### config.mk
export PLATFORM = sky130hd
export DESIGN_NAME = serial_deserializer
export DESIGN_NICKNAME = d
export VERILOG_FILES = /design/src/rtl/serial_deserializer.sv
export SDC_FILE = /design/constraint.sdc
export NUM_CORES = 1
export LEC_CHECK = 0
export ABC_CLOCK_PERIOD_IN_PS = 1900
export BUFFER_PORTS_ARGS = -buffer_cell sky130_fd_sc_hd__buf_2
export CAP_MARGIN = 10
export CELL_PAD_IN_SITES_DETAIL_PLACEMENT = 1
export CELL_PAD_IN_SITES_GLOBAL_PLACEMENT = 1
export CORE_MARGIN = 5
export CORE_UTILIZATION = 41
export DETAILED_ROUTE_END_ITERATION = 16
export PLACE_DENSITY = 0.76
export SYNTH_ARGS = -nofsm -noshare
export SYNTH_HDL_FRONTEND = slang
export SYNTH_SLANG_ARGS = --single-unit
### constraint.sdc
create_clock -name CLK -period 1.9 [get_ports CLK]
set_input_delay 0 -clock CLK [delete_from_list [all_inputs] [get_ports CLK]]
set_output_delay 0 -clock CLK [all_outputs]
set_load 0.02 [all_outputs]
### src/rtl/serial_deserializer.sv
// Multi-lane serial-to-parallel deserializer with bit framing and a valid/ready holding register.
// A completed word is in Q at the edge that takes its last bit; it is dropped and flagged in OVF if Q is still held.
module serial_deserializer #(
  parameter int WIDTH     = 8,
  parameter int LANES     = 1,
  parameter bit LSB_FIRST = 1'b0
) (
  input  logic                       CLK,
  input  logic                       RST,
  input  logic                       CE,
  input  logic [LANES-1:0]           D,
  input  logic                       FRAME,
  input  logic                       READY,
  input  logic                       OVF_CLR,
  output logic [WIDTH*LANES-1:0]     Q,
  output logic                       VALID,
  output logic                       OVF,
  output logic [$clog2(WIDTH)-1:0]   BITCNT
);

  localparam int CW = $clog2(WIDTH);

  logic [LANES-1:0][WIDTH-1:0] sr;
  logic [LANES-1:0][WIDTH-1:0] sr_nxt;
  logic                        last_bit;
  logic                        complete;
  logic                        hold_free;

  always_comb begin
    sr_nxt = sr;
    for (int i = 0; i < LANES; i++) begin
      if (LSB_FIRST)
        sr_nxt[i] = {D[i], sr[i][WIDTH-1:1]};
      else
        sr_nxt[i] = {sr[i][WIDTH-2:0], D[i]};
    end
  end

  // FRAME restarts the word, so it can never coincide with a completion (WIDTH >= 2).
  assign last_bit  = (BITCNT == CW'(WIDTH - 1));
  assign complete  = CE && !FRAME && last_bit;
  assign hold_free = !VALID || READY;

  always_ff @(posedge CLK or posedge RST) begin
    if (RST) begin
      sr     <= '0;
      BITCNT <= '0;
      Q      <= '0;
      VALID  <= 1'b0;
      OVF    <= 1'b0;
    end else begin
      if (CE) begin
        sr <= sr_nxt;
        if (FRAME)
          BITCNT <= CW'(1);
        else if (last_bit)
          BITCNT <= '0;
        else
          BITCNT <= BITCNT + CW'(1);
      end

      if (complete && hold_free) begin
        Q     <= sr_nxt;
        VALID <= 1'b1;
      end else if (VALID && READY) begin
        VALID <= 1'b0;
      end

      // A drop on the same edge as a clear leaves the flag set.
      if (complete && !hold_free)
        OVF <= 1'b1;
      else if (OVF_CLR)
        OVF <= 1'b0;
    end
  end

endmodule

==> metrics.log <==
[metrics] Crit path required time: 2.09 ns
[metrics] fin crit period: 1.60 ns
[metrics] drt initial violations: 1
[metrics] Peak VDD IR: 518 µV
[metrics] pin count of the biggest net entering global routing: 21
[metrics] DIE HEIGHT: 55.0 µm
[metrics] worst-skew pair later-pin latency: 0.29 ns
[metrics] Cell variety after synth: 16
[metrics] Lkg Pwr: 0.523 nW
[metrics] Layout Cell Area excl Fill: 0.00101 mm²
[metrics] Syn-to-layout area delta: 22.0%
[metrics] antenna-violating nets left: 0
[metrics] initial antenna violation count: 0
[metrics] number of clock sinks seen by CTS: 20
[metrics] Data arrival, critical path: 1.79 ns
[metrics] Synthesis Warnings: 0
[metrics] setup repair after global routing missed its margin: false
[metrics] P per Cell Area: 1070 mW/mm²
[metrics] number of max-slew violations in the final report: 0
[metrics] critical path type: flop to flop
[metrics] CTS Buffer Depth: 2
[metrics] kind of start point of the critical path: flop
[metrics] die area: 0.00303 mm²
[metrics] routability congestion estimate from global placement: 0.615
[metrics] flip-flop and latch count after synthesis: 20
[metrics] placement row count: 16
[metrics] PortBufs: 19
[metrics] average wire per standard cell: 14.0 µm
[metrics] number of nets in the final layout: 92
[metrics] share of cells above drive strength 1: 49.4%
[metrics] setup total negative slack: 0 ns
[metrics] total setup violations reported at the end of the flow: 0
[metrics] Worst Hold Class: input pin to flop
[metrics] number of primary I/O pins: 20
[metrics] Post-Place Cell Area: 951 µm²
[metrics] wire length of the first global-routing pass: 2420 µm
[metrics] Max Freq: 624 MHz
[metrics] Critical path buffers and inverters: 1
[metrics] Residual DRC: 0
[metrics] vias in the first global route: 556
[metrics] number of max-cap violations: 0
[metrics] biggest cell delay along the critical path: 0.40 ns
[metrics] starting density of the core: 42.8%
[metrics] leading cell type in the layout, fill and taps excluded: sky130_fd_sc_hd__dfrtp_1
[metrics] detail-routed via count per cell: 4.76
[metrics] top cell family by delay on the critical path: flip-flops
[metrics] fraction of post-synthesis cell area in the top cell type by area: 60.2%
[metrics] Root Buffer Master: sky130_fd_sc_hd__clkbuf_4
[metrics] post-layout util: 52.2%
[metrics] Post-Place Cells: 101
[metrics] Mapped Avg Cell Area: 14.8 µm²
[metrics] cell taking the most area after synthesis: sky130_fd_sc_hd__dfrtp_1
[metrics] vias: 514
[metrics] worst-case setup slack after placement: 0.287 ns
[metrics] post-route insts no fill: 108
[metrics] element type at the critical path end: flop
[metrics] cell breakdown of the critical path: ha_1 > ha_1 > nand3b_2 > nor2b_2 > buf_4 > mux2_4
[metrics] Tightest Pin Transition: 0.734 ns
[metrics] slew margin rel.: 51.0%
[metrics] post-synthesis instance total: 56
[metrics] Synthesized Nets: 65
[metrics] horizontal die dimension: 55.0 µm
[metrics] clock buffers created by TritonCTS: 3
[metrics] number of optimization iterations in the first detailed-route pass: 3
[metrics] CP max-delay cell: sky130_fd_sc_hd__dfrtp_1
[metrics] sum of routed wire length over all layers: 1510 µm
[metrics] area of the mapped netlist: 831 µm²
[metrics] worst setup slack after layout: 0.298 ns
[metrics] worst slack on hold paths: 0.0109 ns
[metrics] fin crit share: 84.3%
[metrics] H-tree Lvls: 1
[metrics] commonest cells after routing, fill and taps aside: sky130_fd_sc_hd__dfrtp_1, sky130_fd_sc_hd__buf_2, sky130_fd_sc_hd__mux2_4, sky130_fd_sc_hd__mux2_2
[metrics] power consumption: 1.09 mW
[metrics] crit-path most repeated cell: sky130_fd_sc_hd__ha_1
[metrics] worst clock skew: 0.000791 ns
[metrics] antenna cell count: 0
[metrics] post-CTS setup buffer count: 0
[metrics] worst setup path start: BITCNT[0]
[metrics] Layout fillers: 220
[metrics] GRT Util Overall: 11.8%
[metrics] hold wc startpoint: READY
[metrics] placed wire-length estimate: 1120 µm
[metrics] dominant cells by area after synthesis: sky130_fd_sc_hd__dfrtp_1, sky130_fd_sc_hd__mux2_4, sky130_fd_sc_hd__mux2_2
[metrics] Hold Violations, Final: 0
[metrics] CP max FO: 8
[metrics] Congestion Overflow GR: 0
[metrics] Clk pin slew, worst setup/hold paths: 0.10 ns
[metrics] Core ar.: 0.00194 mm²
[metrics] part of the Yosys area used for sequential elements: 60.2%
[metrics] CTS tree: built
[metrics] status: completed
[metrics] launch point of the worst reg-to-reg path: BITCNT[0]
flip-flops by register name, summed over array words and instances, names as in the netlist:
signal and cells:
sr 7, Q 8, BITCNT 3, OVF 1, VALID 1
cell usage after synthesis:
cell type and n:
sky130_fd_sc_hd__nand2_1 2, sky130_fd_sc_hd__a21oi_1 1, sky130_fd_sc_hd__dfrtp_1 20, sky130_fd_sc_hd__buf_6 1
sky130_fd_sc_hd__inv_1 4, sky130_fd_sc_hd__nand3b_1 1, sky130_fd_sc_hd__o22ai_1 2, sky130_fd_sc_hd__nor2b_2 1
sky130_fd_sc_hd__mux2_4 8, sky130_fd_sc_hd__nand2b_1 1, sky130_fd_sc_hd__nor2_1 3, sky130_fd_sc_hd__nand3b_2 1
sky130_fd_sc_hd__mux2_2 7, sky130_fd_sc_hd__ha_1 2, sky130_fd_sc_hd__o21ai_0 1, sky130_fd_sc_hd__buf_2 1
cell families after synthesis:
kind of cell               Yosys count  share of synthesized area (%)
and+or+nand+nor                      9                           6.33
AOI/OAI and AO/OA                    4                           2.71
buffers and inverters                6                           3.76
DFF                                 20                           60.2
adders and majority gates            2                           3.01
muxes                               15                           23.9
area by class of cell:
| type | count | area, µm² | share of cell area [%] |
|---|---|---|---|
| timing repair buffer | 24 | 143 | 14.1 |
| inverter | 4 | 15.0 | 1.48 |
| clock buffer | 3 | 22.5 | 2.22 |
| tap | 27 | 33.8 | 3.33 |
| sequential | 20 | 500 | 49.4 |
| multi-input combinational | 30 | 299 | 29.5 |
metal layers:
metal  GRT usage, %  share of wire [%]  wire, µm  up-vias
met5              0                  0         0        -
met4           7.29                2.3        34        0
met3           2.41                5.5        83        4
met2           20.3                 51       769       15
met1           13.3                 41       621      255
li1               -                  -         -      240
where the power goes:
part | total (mW) | internal, mW | switching (mW)
Sequential | 0.586 | 0.523 | 0.0633
Combinational | 0.309 | 0.158 | 0.151
Clock | 0.190 | 0.0738 | 0.117
repair_timing:
action / CTS / global route
hold buffers: 4 / 0
resized for setup: 0 / 0
endpoints found under the hold margin: 24 / 0
final timing paths:
path                            cells past startpoint  slack [ns]     to
worst max-delay path                                6        0.30   Q[5]
worst min-delay path                                3        0.01  VALID
worst max register to register                      6        0.30   Q[5]
worst min register to register                      1        0.52   Q[5]
max in group asynchronous                           3        1.07   Q[5]
min in group asynchronous                           3        0.37  sr[0]
worst min-delay path: stages:
cell                       delay, ns
sky130_fd_sc_hd__buf_2          0.07
sky130_fd_sc_hd__nand2b_1       0.13
sky130_fd_sc_hd__nand2_1        0.07
No activity file was read; power rests on OpenSTA's default activity.
